File: src/rtl/z80fi_pkg.sv
// Shared definitions for the z80fi instruction collector.
// Holds the collector state encoding and the default MAX_LEN.
package z80fi_pkg;

    localparam int Z80FI_MAX_LEN = 4;

    typedef enum logic [1:0] {
        IDLE    = 2'd0,
        COLLECT = 2'd1,
        PRESENT = 2'd2
    } z80fi_state_e;

endpackage

File: src/rtl/z80fi_byte_packer.sv
// Next-value logic for the collect buffer: clears on a new instruction,
// appends bytes by lane, and flags bytes that no longer fit.
// Ports: buf_i/cnt_i/ovf_i current buffer state; start_i (new insn),
//        append_i (next byte), data_i byte; buf_o/cnt_o/ovf_o next state.
module z80fi_byte_packer #(
    parameter int MAX_LEN = 4,
    parameter int LEN_W   = $clog2(MAX_LEN + 1)
) (
    input  logic [8*MAX_LEN-1:0] buf_i,
    input  logic [LEN_W-1:0]     cnt_i,
    input  logic                 ovf_i,
    input  logic                 start_i,
    input  logic                 append_i,
    input  logic [7:0]           data_i,
    output logic [8*MAX_LEN-1:0] buf_o,
    output logic [LEN_W-1:0]     cnt_o,
    output logic                 ovf_o
);

    always_comb begin
        buf_o = buf_i;
        cnt_o = cnt_i;
        ovf_o = ovf_i;
        if (start_i) begin
            buf_o      = '0;
            buf_o[7:0] = data_i;
            cnt_o      = LEN_W'(1);
            ovf_o      = 1'b0;
        end else if (append_i) begin
            if (cnt_i == LEN_W'(MAX_LEN)) begin
                // Full: drop the byte, remember it for this insn.
                ovf_o = 1'b1;
            end else begin
                for (int k = 0; k < MAX_LEN; k++) begin
                    if (cnt_i == LEN_W'(k)) begin
                        buf_o[8*k +: 8] = data_i;
                    end
                end
                cnt_o = cnt_i + LEN_W'(1);
            end
        end
    end

endmodule

File: src/rtl/z80fi_insn_collector.sv
// Gathers the bytes of one Z80 instruction and presents them with its PC.
// In: clk, reset_n, fetch_valid/first/data/pc, insn_done.
// Out: z80fi_valid, z80fi_insn, z80fi_insn_len, z80fi_pc_rdata,
//      overflow, aborted.
module z80fi_insn_collector
    import z80fi_pkg::*;
#(
    parameter int MAX_LEN = Z80FI_MAX_LEN,
    parameter int LEN_W   = $clog2(MAX_LEN + 1)
) (
    input  logic                 clk,
    input  logic                 reset_n,
    input  logic                 fetch_valid,
    input  logic                 fetch_first,
    input  logic [7:0]           fetch_data,
    input  logic [15:0]          fetch_pc,
    input  logic                 insn_done,
    output logic                 z80fi_valid,
    output logic [8*MAX_LEN-1:0] z80fi_insn,
    output logic [LEN_W-1:0]     z80fi_insn_len,
    output logic [15:0]          z80fi_pc_rdata,
    output logic                 overflow,
    output logic                 aborted
);

    z80fi_state_e state_q, state_d;

    logic [8*MAX_LEN-1:0] buf_q, buf_d;
    logic [LEN_W-1:0]     cnt_q, cnt_d;
    logic                 ovf_q, ovf_d;
    logic [15:0]          pc_q;

    logic [8*MAX_LEN-1:0] out_insn_q;
    logic [LEN_W-1:0]     out_len_q;
    logic [15:0]          out_pc_q;
    logic                 out_ovf_q;
    logic                 valid_q;
    logic                 aborted_q;

    logic start, append, capture, abort;

    assign start  = fetch_valid & fetch_first;
    assign append = fetch_valid & ~fetch_first & (state_q == COLLECT);

    z80fi_byte_packer #(
        .MAX_LEN (MAX_LEN),
        .LEN_W   (LEN_W)
    ) u_packer (
        .buf_i    (buf_q),
        .cnt_i    (cnt_q),
        .ovf_i    (ovf_q),
        .start_i  (start),
        .append_i (append),
        .data_i   (fetch_data),
        .buf_o    (buf_d),
        .cnt_o    (cnt_d),
        .ovf_o    (ovf_d)
    );

    always_ff @(posedge clk or negedge reset_n) begin
        if (!reset_n) begin
            state_q <= IDLE;
        end else begin
            state_q <= state_d;
        end
    end

    always_comb begin
        state_d = state_q;
        unique case (state_q)
            IDLE: begin
                if (start) state_d = COLLECT;
            end
            COLLECT: begin
                if (start)          state_d = COLLECT;
                else if (insn_done) state_d = PRESENT;
            end
            PRESENT: begin
                state_d = start ? COLLECT : IDLE;
            end
            default: state_d = IDLE;
        endcase
    end

    always_comb begin
        capture = (state_q == COLLECT) & insn_done;
        abort   = (state_q == COLLECT) & start & ~insn_done;
    end

    always_ff @(posedge clk or negedge reset_n) begin
        if (!reset_n) begin
            buf_q <= '0;
            cnt_q <= '0;
            ovf_q <= 1'b0;
            pc_q  <= '0;
        end else begin
            buf_q <= buf_d;
            cnt_q <= cnt_d;
            ovf_q <= ovf_d;
            if (start) pc_q <= fetch_pc;
        end
    end

    // A first byte in the done cycle belongs to the next insn, so the
    // old buffer is presented; otherwise the same-cycle byte is included.
    always_ff @(posedge clk or negedge reset_n) begin
        if (!reset_n) begin
            out_insn_q <= '0;
            out_len_q  <= '0;
            out_pc_q   <= '0;
            out_ovf_q  <= 1'b0;
            valid_q    <= 1'b0;
            aborted_q  <= 1'b0;
        end else begin
            valid_q   <= capture;
            aborted_q <= abort;
            if (capture) begin
                out_insn_q <= start ? buf_q : buf_d;
                out_len_q  <= start ? cnt_q : cnt_d;
                out_ovf_q  <= start ? ovf_q : ovf_d;
                out_pc_q   <= pc_q;
            end
        end
    end

    assign z80fi_valid    = valid_q;
    assign z80fi_insn     = out_insn_q;
    assign z80fi_insn_len = out_len_q;
    assign z80fi_pc_rdata = out_pc_q;
    assign overflow       = out_ovf_q;
    assign aborted        = aborted_q;

endmodule

File: config.mk
export PLATFORM = sky130hd
export DESIGN_NAME = z80fi_insn_collector
export DESIGN_NICKNAME = d
export VERILOG_FILES = /design/src/rtl/z80fi_pkg.sv /design/src/rtl/z80fi_byte_packer.sv /design/src/rtl/z80fi_insn_collector.sv
export SDC_FILE = /design/constraint.sdc
export NUM_CORES = 1
export LEC_CHECK = 0
export BUFFER_PORTS_ARGS = -buffer_cell sky130_fd_sc_hd__buf_2
export CAP_MARGIN = 10
export CORE_AREA = 2 2 161 100
export DETAILED_ROUTE_END_ITERATION = 10
export DIE_AREA = 0 0 163 102
export PLACE_DENSITY = 0.57
export SYNTH_ARGS = -nofsm -noshare
export SYNTH_HDL_FRONTEND = slang
export SYNTH_SLANG_ARGS = --single-unit
File: constraint.sdc
create_clock -name clk -period 3.08 [get_ports clk]
set_input_delay 0.462 -clock clk [delete_from_list [all_inputs] [get_ports clk]]
set_output_delay 0.462 -clock clk [all_outputs]
set_load 0.005 [all_outputs]
# --- Yosys cells after proc, flatten, opt, wreduce, memory -nomap -nowiden ---
# Cells that the tools add are included.
classes:
  add_sub_neg: 1
  multipliers: 0
  div_mod_pow: 0
  magnitude_cmp: 0
  n_eq_ne: 8
  shift: 0
  muxes: 21
  bitwise: 8
  n_reduce_logical: 3
op_table:
  columns: ["op", "count"]
  rows:
  - ["$mux 32", 4]
  - ["$mux 8", 4]
  - ["$mux 3", 4]
  - ["$and 1x1->1", 6]
  - ["$eq 3x2->1 const B", 2]
  - ["$mux 2", 3]
  - ["$pmux 2 s3", 1]
  - ["$mux 1", 5]
  - ["$add 3x1->3 const B", 1]
  - ["$eq 3x1->1 const B", 1]
  - ["$eq 3x3->1 const B", 1]
  - ["$logic_not 3->1", 1]
  - ["$ne 3x3->1 const B", 1]
  - ["$eq 2x1->1 const B", 1]
  - ["$eq 2x2->1 const B", 1]
  - ["$logic_not 2->1", 1]
  - ["$ne 2x2->1 const B", 1]
  - ["$not 1->1", 2]
  - ["$reduce_and 2->1", 1]
word_totals:
  regBits: 108
  latchBits: 0
  ram_bits: 0
  mem_bits_ro: 0
  in_bits: 29
  wordCells: 52
  mem_count: 0

# --- Longest topological paths before layout ---
# Gate-level depths: netlist of the first run.
depth:
  ltp_word: 6
  depth_mapped: 7
  mapped_depth_nobuf: 5

# --- Modules after synthesis ---
# A second synthesis of the first run with hierarchy kept.
hier_totals:
  hier_cells: 387
  area_unflattened_um2: 4717.0
by_module_without_submodules:
  columns: ["mod", "n_inst", "cells_each", "area_per_inst_um2", "seq_area_each_um2"]
  rows:
  - ["z80fi_insn_collector", 1, 273, 3975.1, 2702.6]
  - ["z80fi_byte_packer", 1, 114, 742.0, 0.0]

# --- Least setup slack after synthesis of the first run ---
# No wires, ideal clock.
synth_path:
  path_kind: "register to register"
  from: "register cnt_q[2]"
  to: "register out_insn_q[31], in the netlist z80fi_insn[31]"
  t_arrival_ps: 1642
  t_required_ps: 2998
  setup_slack_ps: 1356
  path_stages_with_launch: 8
  path_buffers: 2
  path_cell_list: "dfrtp_1 > clkbuf_1 > clkinv_1 > ha_1 > buf_2 > a21bo_2 > o21ai_0 > a31oi_1"
synth_via:
  elab_chain_cells: 6
  elab_cells_between_ends: 7
synth_rtl:
  columns: ["element", "line_no", "source"]
  rows:
  - ["start, declared", "z80fi_insn_collector.sv:29", "logic [LEN_W-1:0] cnt_q, cnt_d;"]
  - ["start signal, assigned", "z80fi_insn_collector.sv:98", "cnt_q <= cnt_d;"]
  - ["$eq 3x2->1", "z80fi_byte_packer.sv:35", "if (cnt_i == LEN_W'(k)) begin"]
  - ["$mux 8", "z80fi_byte_packer.sv:35", null]
  - ["$mux 32 (*)", "z80fi_byte_packer.sv:30", "if (cnt_i == LEN_W'(MAX_LEN)) begin"]
  - ["$mux 32 (*)", "z80fi_byte_packer.sv:29", "end else if (append_i) begin"]
  - ["$mux 32 (*)", "z80fi_byte_packer.sv:24", "if (start_i) begin"]
  - ["$mux 32 (*)", "z80fi_insn_collector.sv:118", "out_insn_q <= start ? buf_q : buf_d;"]
  - ["end signal, assigned", "z80fi_insn_collector.sv:118", null]
  - ["end, declared", "z80fi_insn_collector.sv:33", "logic [8*MAX_LEN-1:0] out_insn_q;"]
# Mark *: on every way between the ends. The rest lies on a longest branch, timed or not.
# A chain may end at the register's enable or synchronous reset.

# --- Final worst setup path of the first run ---
layout_path:
  from: "register cnt_q[0]"
  to: "register buf_q[3]"
layout_via:
  elab_chain_cells: 5
  elab_cells_between_ends: 6
layout_rtl:
  columns: ["element", "line_no", "source"]
  rows:
  - ["$logic_not 3->1", "z80fi_byte_packer.sv:35", null]
  - ["$mux 8", "z80fi_byte_packer.sv:35", null]
  - ["$mux 32 (*)", "z80fi_byte_packer.sv:30", null]
  - ["$mux 32 (*)", "z80fi_byte_packer.sv:29", null]
  - ["$mux 32 (*)", "z80fi_byte_packer.sv:24", null]
  - ["via buf_d[3]", "z80fi_insn_collector.sv:28", "logic [8*MAX_LEN-1:0] buf_q, buf_d;"]
  - ["end signal, assigned", "z80fi_insn_collector.sv:97", "buf_q <= buf_d;"]
  - ["end, declared", "z80fi_insn_collector.sv:28", null]
# Mark *: on every way through the listed nets, which the timed path passes. The rest lies on a longest branch.

==> results.yml, run 1 <==
global_route:
  grt_util_overall: 0.1526
  number_of_antenna_violations_at_the_first_check_in_global_routing: 0
  grt_pass1_wl_microns: 19440
  vias_in_the_first_global_route: 3512
  pin_count_of_the_biggest_net_entering_global_routing: 51
  grt.overflow.total: 0
power:
  power_density_nw_per_um2: 678.5
  clockPowerShare: 0.318
  power_frac_seq: 0.496
  total_design_power_uw: 3601
  power_leakage_uw: 0.002522
  ir_drop_uv: 256.8
  pwr-share-comb: 0.186
  switching_power_uw: 1089
  internal-power_uw: 2512
  sw_frac_of_total: 0.3023
clocking:
  postCtsHoldBufs: 0
  cts_buffers: 9
  cts_repair_resize_count: 0
  cts.clk_slew.worst_paths_ns: 0.08
  worst_skew_pair.late_latency_ns: 0.35
  clk_root_buffer_cell: "sky130_fd_sc_hd__clkbuf_16"
  clkSinkCount: 108
  cts_tree: "built"
  h-tree-depth: 3
  ctsLongestPathBuffers: 2
  post-cts-setup-buffer-count: 0
worst_setup_path:
  worst-path-max-fanout: 8
  worst_ep_arrival_time_ns: 2.14
  worstSetupPathType: "flip-flop to flip-flop"
  worst_setup_path_end_kind: "flip-flop"
  setup.worst_path.start_class: "flip-flop"
  crit_required_ns: 3.32
routing:
  drcViolationCount: 0
  average_vias_per_placed_instance: 4.929
  via_count: 3564
  drtPass1Iterations: 5
  detail_route.wl_per_cell_microns: 16.37
  antenna_left: 0
  drt_wl_total_microns: 11840
  dr.first_iter.drc_count: 282
die:
  floorplan.die.width_microns: 163
  dieHeight_microns: 102
  floorplan.initialDensity: 0.2942
  row_count: 35
  fp.dieArea_sq_um: 16630
  core_area_sq_um: 15110
  io_pins: 83
placed_design:
  hpwlAfterDp_microns: 8195
  placed_instances: 707
  gp_congestion: 0.7721
  numPortBuffers: 82
hold_path:
  hold_class: "input pin to async pin"
synthesis:
  ys_types: 30
  combined_area_of_all_synthesized_cells_sq_um: 4444
  synth_edf_count: 0
  postSynthAreaPerCell_sq_um: 9.987
  yosys_register_bits: 108
  post_synth_inst_count: 445
  seq_area_frac_synth: 0.6081
  yosysWarnings: 0
  dominantRegCellSynth: "sky130_fd_sc_hd__dfrtp_1"
  syn-num-nets: 479
  asyncSetResetFlopFracSynth: 1.000
final_layout:
  finish.net_count: 549
  layout.cells.non_filler: 723
  nFillCells: 1570
  drive_above_1_share: 0.2288
  diode_insertion_count_for_antenna_repair: 0
  multiInputGateArea_sq_um: 1563
  area.sequential_sq_um: 2703
  utilization: 0.3513
  layout-area-overhead-vs-synth_pct: 19.43
flow_run:
  max_cap_check_violation_count: 0
sta:
  final.min_clock_period_ns: 1.905
  period_share: 0.6186
  slew-limit-headroom: 0.3692
  setup_violations: 0
  achievable-frequency_mhz: 524.8
  finalHoldViolCount: 0
  maxSlewViolCount: 0
  tns_ns: 0
  worstMarginPinSlew_ns: 0.9463
  unrepaired_setup_endpoints_after_global_routing: "false"
  worst_clock_skew_ns: 0.01107
run_status:
  status: "finished clean"
cell type report:
cell class | count | share of cell area
Sequential cell | 108 | 0.5092
Multi-Input combinational cell | 302 | 0.2944
Timing Repair Buffer | 89 | 0.09005
Tap cell | 203 | 0.04785
Clock buffer | 9 | 0.04243
Clock inverter | 7 | 0.01249
Inverter | 5 | 0.003536
synth_stat cells, types with 3 or more instances:
| master | instances | area [sq um] |
|---|---|---|
| sky130_fd_sc_hd__a21oi_1 | 37 | 185.2 |
| sky130_fd_sc_hd__a31oi_1 | 34 | 212.7 |
| sky130_fd_sc_hd__buf_2 | 10 | 50.05 |
| sky130_fd_sc_hd__buf_6 | 3 | 33.78 |
| sky130_fd_sc_hd__clkbuf_1 | 14 | 52.55 |
| sky130_fd_sc_hd__dfrtp_1 | 108 | 2703 |
| sky130_fd_sc_hd__ha_1 | 5 | 62.56 |
| sky130_fd_sc_hd__inv_1 | 3 | 11.26 |
| sky130_fd_sc_hd__mux2_2 | 8 | 90.09 |
| sky130_fd_sc_hd__nand2_1 | 102 | 382.9 |
| sky130_fd_sc_hd__nand2b_1 | 5 | 31.28 |
| sky130_fd_sc_hd__nand3_1 | 10 | 50.05 |
| sky130_fd_sc_hd__nand4_1 | 16 | 100.1 |
| sky130_fd_sc_hd__nor2_1 | 36 | 135.1 |
| sky130_fd_sc_hd__o21ai_0 | 36 | 180.2 |
power by group through the flow:
stage | Combinational [uW] | Clock (uW) | Sequential [uW]
3_5_place_dp | 678 | 0 | 1820
4_1_cts | 683 | 1180 | 1790
6_report | 671 | 1140 | 1790
5_1_grt | 766 | 1240 | 1820
3_3_place_gp | 673 | 0 | 1800
2_1_floorplan | 330 | 0 | 1810
flip-flops by register name, indices dropped and copies added (netlist names):
signal,cells
buf_q,32
z80fi_insn,32
pc_q,16
z80fi_pc_rdata,16
cnt_q,3
z80fi_insn_len,3
state_q,2
aborted,1
overflow,1
ovf_q,1
z80fi_valid,1
critical path, cell delays in order, from the launching register on:
cell                       delay, ns
sky130_fd_sc_hd__dfrtp_1        0.40
sky130_fd_sc_hd__inv_1          0.09
sky130_fd_sc_hd__ha_1           0.28
sky130_fd_sc_hd__and4bb_2       0.27
sky130_fd_sc_hd__o21ai_2        0.35
sky130_fd_sc_hd__mux2_2         0.39
per-layer routing:
layer  global-route usage  vias to the layer above  part of all wire
li1                     -                     1674                 -
met1               0.2344                     1770              0.52
met2               0.2034                      106              0.40
met3              0.04870                       14             0.070
met4              0.04084                        0             0.012
met5                    0                        -                 0
layout by cell type, fill, tap and decap left out:
| cell | Yosys | layout |
|---|---|---|
| sky130_fd_sc_hd__buf_4 | 0 | 7 |
| sky130_fd_sc_hd__nand4bb_4 | 1 | 1 |
| sky130_fd_sc_hd__nand4_1 | 16 | 16 |
| sky130_fd_sc_hd__dfrtp_1 | 108 | 108 |
| sky130_fd_sc_hd__a21bo_2 | 1 | 1 |
| sky130_fd_sc_hd__mux2i_1 | 1 | 1 |
| sky130_fd_sc_hd__o21ai_0 | 36 | 36 |
| sky130_fd_sc_hd__nand3b_1 | 1 | 1 |
| sky130_fd_sc_hd__nor4b_1 | 1 | 1 |
| sky130_fd_sc_hd__inv_8 | 0 | 2 |
| sky130_fd_sc_hd__clkinv_1 | 1 | 1 |
| sky130_fd_sc_hd__inv_2 | 1 | 1 |
| sky130_fd_sc_hd__clkinv_4 | 0 | 2 |
| sky130_fd_sc_hd__mux2_2 | 8 | 8 |
| sky130_fd_sc_hd__and2_1 | 2 | 1 |
| sky130_fd_sc_hd__ha_1 | 5 | 5 |
| sky130_fd_sc_hd__clkbuf_16 | 0 | 9 |
| sky130_fd_sc_hd__o21ai_2 | 1 | 1 |
| sky130_fd_sc_hd__nand4b_1 | 1 | 1 |
| sky130_fd_sc_hd__buf_12 | 0 | 1 |
| sky130_fd_sc_hd__buf_2 | 10 | 81 |
| sky130_fd_sc_hd__nand2b_1 | 5 | 5 |
| sky130_fd_sc_hd__inv_1 | 3 | 3 |
| sky130_fd_sc_hd__nand2_1 | 102 | 102 |
| sky130_fd_sc_hd__a31oi_1 | 34 | 34 |
| sky130_fd_sc_hd__nor2_1 | 36 | 36 |
| sky130_fd_sc_hd__and4bb_1 | 1 | 1 |
| sky130_fd_sc_hd__and4bb_2 | 1 | 1 |
| sky130_fd_sc_hd__and2_2 | 0 | 1 |
| sky130_fd_sc_hd__nor2b_1 | 2 | 2 |
| sky130_fd_sc_hd__nand3_1 | 10 | 10 |
| sky130_fd_sc_hd__inv_6 | 0 | 3 |
| sky130_fd_sc_hd__a21oi_1 | 37 | 37 |
worst paths after layout:
| kind | startpoint | to | slack, ns | depth (start not counted) |
|---|---|---|---|---|
| setup / recovery | cnt_q[0]$_DFF_PN0_ | buf_q[3]$_DFF_PN0_ | 1.17 | 5 |
| hold / removal | reset_n | z80fi_pc_rdata[8]$_DFFE_PN0P_ | 0.14 | 1 |
| setup reg to reg | cnt_q[0]$_DFF_PN0_ | buf_q[3]$_DFF_PN0_ | 1.17 | 5 |
| hold reg to reg | pc_q[8]$_DFFE_PN0P_ | z80fi_pc_rdata[8]$_DFFE_PN0P_ | 0.47 | 2 |
| max in group asynchronous | reset_n | aborted$_DFF_PN0_ | 2.15 | 2 |
| min in group clk | fetch_pc[12] | pc_q[12]$_DFFE_PN0P_ | 0.30 | 3 |
stage by stage:
step / area [sq um] / worst slack, ns / hold WS [ns]
after floorplan: 4444 / 1.356 / 0.1664
after global placement: 5016 / 1.231 / 0.4457
after detailed placement: 5016 / 1.172 / 0.4506
after CTS: 5308 / 1.162 / 0.1538
after global routing: 5308 / 0.8885 / 0.1817
final: 5308 / 1.175 / 0.1374
logic make-up after synthesis:
kind of cell	Yosys count	synth area share
buffers and inverters	35	0.04054
AND/OR/NAND/NOR	179	0.1805
flip-flops	108	0.6081
AO/OA/AOI/OAI	109	0.1343
adder cells (fa/ha/maj)	5	0.01408
multiplexers	9	0.02252
Note: power is estimated with default switching activity, not from simulation.
==> inputs of run 2 (changes only) <==
--- a/config.mk
+++ b/config.mk
@@ -10,7 +10,7 @@
 export CORE_AREA = 2 2 161 100
 export DETAILED_ROUTE_END_ITERATION = 10
 export DIE_AREA = 0 0 163 102
-export PLACE_DENSITY = 0.57
+export PLACE_DENSITY = 0.58
 export SYNTH_ARGS = -nofsm -noshare
 export SYNTH_HDL_FRONTEND = slang
 export SYNTH_SLANG_ARGS = --single-unit
==> constraint.sdc (replaced) <==
create_clock -name clk -period 1.65 [get_ports clk]
set_input_delay 0.2475 -clock clk [delete_from_list [all_inputs] [get_ports clk]]
set_output_delay 0.2475 -clock clk [all_outputs]
set_load 0.005 [all_outputs]
==> run 2 against run 1 <==
- critical path depth unchanged
- worst hold slack worse by 0.054 ns
- register-to-register slack got worse by 1.2 ns
- final cell count grew 2.2%
- combinational power grew 100%
- clock skew down 0.0018 ns
- final area rose by 4.4%
- sequential cell count stayed put
- clock power increased by 89%
- via count fell by 1.7%
- total power up 90%
- non-clock buffer count up 16
==> results.yml, run 2 (same netlist as run 1, synthesis figures left out) <==
die:
  floorplan.initialDensity: 0.2942
  core_area_sq_um: 15110
  floorplan.die.width_microns: 163
  dieHeight_microns: 102
  fp.dieArea_sq_um: 16630
  io_pins: 83
  row_count: 35
worst_setup_path:
  reg2reg_depth: 5
  worst_ep_arrival_time_ns: 1.87
  crit_required_ns: 1.88
  critPathLaunch: "cnt_q[1]$_DFF_PN0_"
  worst_path_max_delay_cell: "sky130_fd_sc_hd__dfrtp_1"
  worst_setup_path_endpoint: "buf_q[1]$_DFF_PN0_"
  setup.worst_path.start_class: "flip-flop"
  ff2ff_setup_slack_ns: 0.008
  crit_path_cell_trace: "inv_2, ha_4, and4bb_2, o21ai_4, mux2_2"
  regToRegEndpoint: "buf_q[1]$_DFF_PN0_"
  worst_r2r_src: "cnt_q[1]$_DFF_PN0_"
  worst_setup_path_end_kind: "flip-flop"
  slowest_delay_ns: 0.38
  worstSetupPathType: "flip-flop to flip-flop"
  worst-path-max-fanout: 8
sta:
  final.min_clock_period_ns: 1.642
  finalHoldViolCount: 0
  setup_violations: 0
  period_share: 0.9953
  worstMarginPinSlew_ns: 0.3285
  hold-worst-slack_ns: 0.08380
  maxSlewViolCount: 0
  worst_clock_skew_ns: 0.009264
  unrepaired_setup_endpoints_after_global_routing: "true"
  slew-limit-headroom: 0.7810
  achievable-frequency_mhz: 608.9
routing:
  drtPass1Iterations: 5
  via_count: 3503
  dr.first_iter.drc_count: 226
  drt_wl_total_microns: 11740
  average_vias_per_placed_instance: 4.740
  drcViolationCount: 0
  detail_route.wl_per_cell_microns: 15.88
  antenna_left: 0
final_layout:
  most-common-layout-cells: "sky130_fd_sc_hd__dfrtp_1, sky130_fd_sc_hd__nand2_1, sky130_fd_sc_hd__buf_2"
  multiInputGateArea_sq_um: 1600
  utilization: 0.3667
  fin_area_sq_um: 5540
  drive_above_1_share: 0.2593
  layout-area-overhead-vs-synth_pct: 24.66
  nFillCells: 1532
  layout_commonest_cell: "sky130_fd_sc_hd__dfrtp_1"
  finish.net_count: 565
  diode_insertion_count_for_antenna_repair: 0
  area.sequential_sq_um: 2703
clocking:
  cts_buffers: 9
  cts.clk_slew.worst_paths_ns: 0.07
  worst_skew_pair.late_latency_ns: 0.35
  h-tree-depth: 3
  clkSinkCount: 108
  post-cts-setup-buffer-count: 0
  ctsLongestPathBuffers: 2
  clk_root_buffer_cell: "sky130_fd_sc_hd__clkbuf_16"
  cts_tree: "built"
global_route:
  grt_util_overall: 0.1488
  grt.overflow.total: 0
  pin_count_of_the_biggest_net_entering_global_routing: 56
  number_of_antenna_violations_at_the_first_check_in_global_routing: 0
  grt_pass1_wl_microns: 18860
  vias_in_the_first_global_route: 3552
power:
  total_design_power_uw: 6826
  ir_drop_uv: 485.6
  power_leakage_uw: 0.002632
  power_density_nw_per_um2: 1232
placed_design:
  numPortBuffers: 82
  placement.cell_area_sq_um: 5199
  gp_congestion: 0.8495
  hpwlAfterDp_microns: 8296
run_status:
  status: "finished clean"
hold_path:
  hold_class: "input pin to flip-flop"
flow_run:
  max_cap_check_violation_count: 0
## run 2: cell types whose count changed in the layout (fill, tap and decap cells not counted), moves of 2 or more
cell / delta
sky130_fd_sc_hd__buf_4: +10
sky130_fd_sc_hd__o21ai_0: -8
sky130_fd_sc_hd__o21ai_1: +8
sky130_fd_sc_hd__buf_12: +5
sky130_fd_sc_hd__clkinv_4: -2
sky130_fd_sc_hd__inv_1: -2
sky130_fd_sc_hd__inv_2: +2
sky130_fd_sc_hd__mux2_2: -2
sky130_fd_sc_hd__mux2_4: +2
## run 2: through the flow
step | setup slack, ns | std cells | setup TNS [ns]
2_1_floorplan | 0.005470 | 445 | 0
3_3_place_gp | 0.06593 | 722 | 0
3_5_place_dp | 0.02319 | 722 | 0
4_1_cts | 0.01276 | 739 | 0
5_1_grt | -0.04884 | 739 | -0.2938
6_report | 0.007707 | 739 | 0
## run 2: worst min path at each step
stage,startpoint,endpoint,slack (ns),cells after the start
finish,fetch_pc[15],pc_q[15]$_DFFE_PN0P_,0.08,3
global route,insn_done,aborted$_DFF_PN0_,0.08,2
CTS,fetch_pc[15],pc_q[15]$_DFFE_PN0P_,0.07,3
detailed placement,reset_n,z80fi_pc_rdata[6]$_DFFE_PN0P_,0.10,1
global placement,reset_n,z80fi_pc_rdata[6]$_DFFE_PN0P_,0.10,1
floorplan,reset_n,aborted$_DFF_PN0_,-0.05,0
## run 2: power breakdown
group	leakage, uW	internal (uW)	switching, uW
Combinational	0.00113	609	738
Sequential	0.00136	3090	244
Clock	0.000145	1080	1070
## run 2: per-layer routing
metal  GRT usage  part of all wire
met3     0.05114             0.073
met5           0                 0
met4     0.03336            0.0030
met2      0.2210              0.44
met1      0.2109              0.49
## run 2: timing repair
item | CTS | global route
resized for setup | 0 | 17
hold buffers | 1 | 0
setup endpoints to repair | 0 | 29
hold endpoints to repair | 9 | 0
## run 2: cell type report
cell class,instances,share of cell area
inverters,5,0.003613
multi-input cells,302,0.2888
clock buffers,9,0.04065
well taps,203,0.04584
flip-flops and latches,108,0.4878
repair buffers,105,0.1197
clock inverters,7,0.01355
## run 2: worst max-delay path: cells and delay by family (launching register included)
family / cells / cell delay (ns)
AND/OR/NAND/NOR: 1 / 0.25
multiplexers: 1 / 0.38
adder cells (fa/ha/maj): 1 / 0.15
buffers and inverters: 1 / 0.07
AO/OA/AOI/OAI: 1 / 0.30
flip-flops: 1 / 0.38
==> inputs of run 3 (changes only) <==
--- a/config.mk
+++ b/config.mk
@@ -7,9 +7,9 @@
 export LEC_CHECK = 0
 export BUFFER_PORTS_ARGS = -buffer_cell sky130_fd_sc_hd__buf_2
 export CAP_MARGIN = 10
-export CORE_AREA = 2 2 161 100
+export CORE_AREA = 2 2 163 101
 export DETAILED_ROUTE_END_ITERATION = 10
-export DIE_AREA = 0 0 163 102
+export DIE_AREA = 0 0 165 103
 export PLACE_DENSITY = 0.58
 export SYNTH_ARGS = -nofsm -noshare
 export SYNTH_HDL_FRONTEND = slang
==> run 3 against run 2 <==
- clock-buffer cell count unchanged
- wire length up 1.6%
- total power shrank 0.70%
- largest cell class unchanged
- worst setup slack better by 0.062 ns
- global-route usage decreased by 0.19 points
==> results.yml, run 3 (same netlist as run 1, synthesis figures left out) <==
routing:
  drt_wl_total_microns: 11920
  drcViolationCount: 0
  detail_route.wl_per_cell_microns: 16.00
  average_vias_per_placed_instance: 4.840
  antenna_left: 0
  dr.first_iter.drc_count: 238
  drtPass1Iterations: 5
  via_count: 3606
clocking:
  ctsLongestPathBuffers: 2
  clkSinkCount: 108
  worst_skew_pair.late_latency_ns: 0.35
  cts_buffers: 9
  clk_root_buffer_cell: "sky130_fd_sc_hd__clkbuf_16"
  cts_tree: "built"
  cts.clk_slew.worst_paths_ns: 0.08
  h-tree-depth: 3
final_layout:
  layout_commonest_cell: "sky130_fd_sc_hd__dfrtp_1"
  finish.net_count: 565
  most-common-layout-cells: "sky130_fd_sc_hd__dfrtp_1, sky130_fd_sc_hd__nand2_1, sky130_fd_sc_hd__buf_2"
  layout-area-overhead-vs-synth_pct: 24.61
  nFillCells: 1585
  drive_above_1_share: 0.2556
  utilization: 0.3523
  diode_insertion_count_for_antenna_repair: 0
placed_design:
  hpwlAfterDp_microns: 8359
  gp_congestion: 0.8092
  numPortBuffers: 82
sta:
  worstMarginPinSlew_ns: 0.3894
  final.min_clock_period_ns: 1.581
  setup_violations: 0
  achievable-frequency_mhz: 632.6
  finalHoldViolCount: 0
  worst_clock_skew_ns: 0.01277
  maxSlewViolCount: 0
  period_share: 0.9580
  slew-limit-headroom: 0.7404
global_route:
  groute.layer.met3.usage: 0.04183
  grt.overflow.total: 0
  pin_count_of_the_biggest_net_entering_global_routing: 54
  vias_in_the_first_global_route: 3555
  grt_pass1_wl_microns: 19180
  number_of_antenna_violations_at_the_first_check_in_global_routing: 0
  grt_util_overall: 0.1469
  groute.layer.met1.usage: 0.2192
  grt.busiest_layer: "met1"
  grt_use_met2: 0.2125
die:
  dieHeight_microns: 103
  fp.dieArea_sq_um: 17000
  core_area_sq_um: 15720
  floorplan.die.width_microns: 165
  floorplan.initialDensity: 0.2827
  io_pins: 83
  row_count: 36
power:
  power_leakage_uw: 0.002627
  total_design_power_uw: 6779
  power_density_nw_per_um2: 1224
  ir_drop_uv: 512.2
worst_setup_path:
  worst_path_max_delay_cell: "sky130_fd_sc_hd__dfrtp_1"
  timing.critical_path.buf_inv: 2
  slowest_delay_ns: 0.36
  worst_setup_path_end_kind: "flip-flop"
  worstSetupPathType: "flip-flop to flip-flop"
  crit_required_ns: 1.88
  crit_path_cell_trace: "inv_2, ha_2, and4bb_2, o21ai_4, buf_12, mux2_2"
  worst-path-max-fanout: 8
  critical_path_s_top_delay_family: "flip-flops"
  setup.worst_path.start_class: "flip-flop"
  worst_ep_arrival_time_ns: 1.81
run_status:
  status: "finished clean"
hold_path:
  hold_class: "input pin to flip-flop"
flow_run:
  max_cap_check_violation_count: 0
## run 3: per-layer routing
metal,vias to the layer above,share of wire
li1,1700,-
met1,1778,0.50
met2,121,0.42
met3,7,0.074
met4,0,0.0059
met5,-,0
## run 3: final timing paths
| check | from | end | slack (ns) | cells after the start |
|---|---|---|---|---|
| worst min-delay path | fetch_pc[4] | pc_q[4]$_DFFE_PN0P_ | 0.08 | 3 |
| worst min register to register | z80fi_pc_rdata[10]$_DFFE_PN0P_ | z80fi_pc_rdata[10]$_DFFE_PN0P_ | 0.47 | 2 |
| min in group asynchronous | reset_n | z80fi_pc_rdata[10]$_DFFE_PN0P_ | 0.37 | 2 |
| worst max register to register | cnt_q[0]$_DFF_PN0_ | buf_q[7]$_DFF_PN0_ | 0.07 | 6 |
| max in group asynchronous | reset_n | buf_q[28]$_DFF_PN0_ | 0.61 | 3 |
| worst max-delay path | cnt_q[0]$_DFF_PN0_ | buf_q[7]$_DFF_PN0_ | 0.07 | 6 |
## run 3: through the flow
stage          setup slack, ns  cell area [sq um]  hold slack, ns  setup TNS, ns  std cells
6_report               0.06926               5538         0.07985              0        745
5_1_grt              -0.005449               5538         0.07969       -0.01501        745
4_1_cts               0.004242               5497         0.07124              0        744
3_5_place_dp         -0.002776               5199          0.2000      -0.006079        727
3_3_place_gp           0.03861               5199          0.2000              0        727
2_1_floorplan         0.005470               4453        -0.04809              0        445
## run 3: worst min-delay path, stage by stage
cell and delay, ns:
sky130_fd_sc_hd__buf_2 0.07, sky130_fd_sc_hd__nand2_1 0.04, sky130_fd_sc_hd__nand2_1 0.04
## run 3: timing repair
action,in CTS,in global routing
hold buffers,1,0
resized for setup,1,9
endpoints found under the setup margin,7,16
endpoints found under the hold margin,26,0
buffers inserted,0,1
pin swaps,0,1
cloned,0,0
## run 3: area by class of cell
cell class	instances	area [sq um]	share of cell area
repair buffers	105	675.6	0.1220
flip-flops and latches	108	2703	0.4880
multi-input cells	302	1593	0.2876
inverters	5	20.02	0.003615
well taps	209	261.5	0.04722
clock inverters	7	60.06	0.01085
clock buffers	9	225.2	0.04067
## run 3: power by group
group / switching [uW] / total, uW / internal [uW]
logic: 739 / 1350 / 609
clock network: 1040 / 2090 / 1050
registers: 254 / 3340 / 3090
total: 2030 / 6780 / 4750
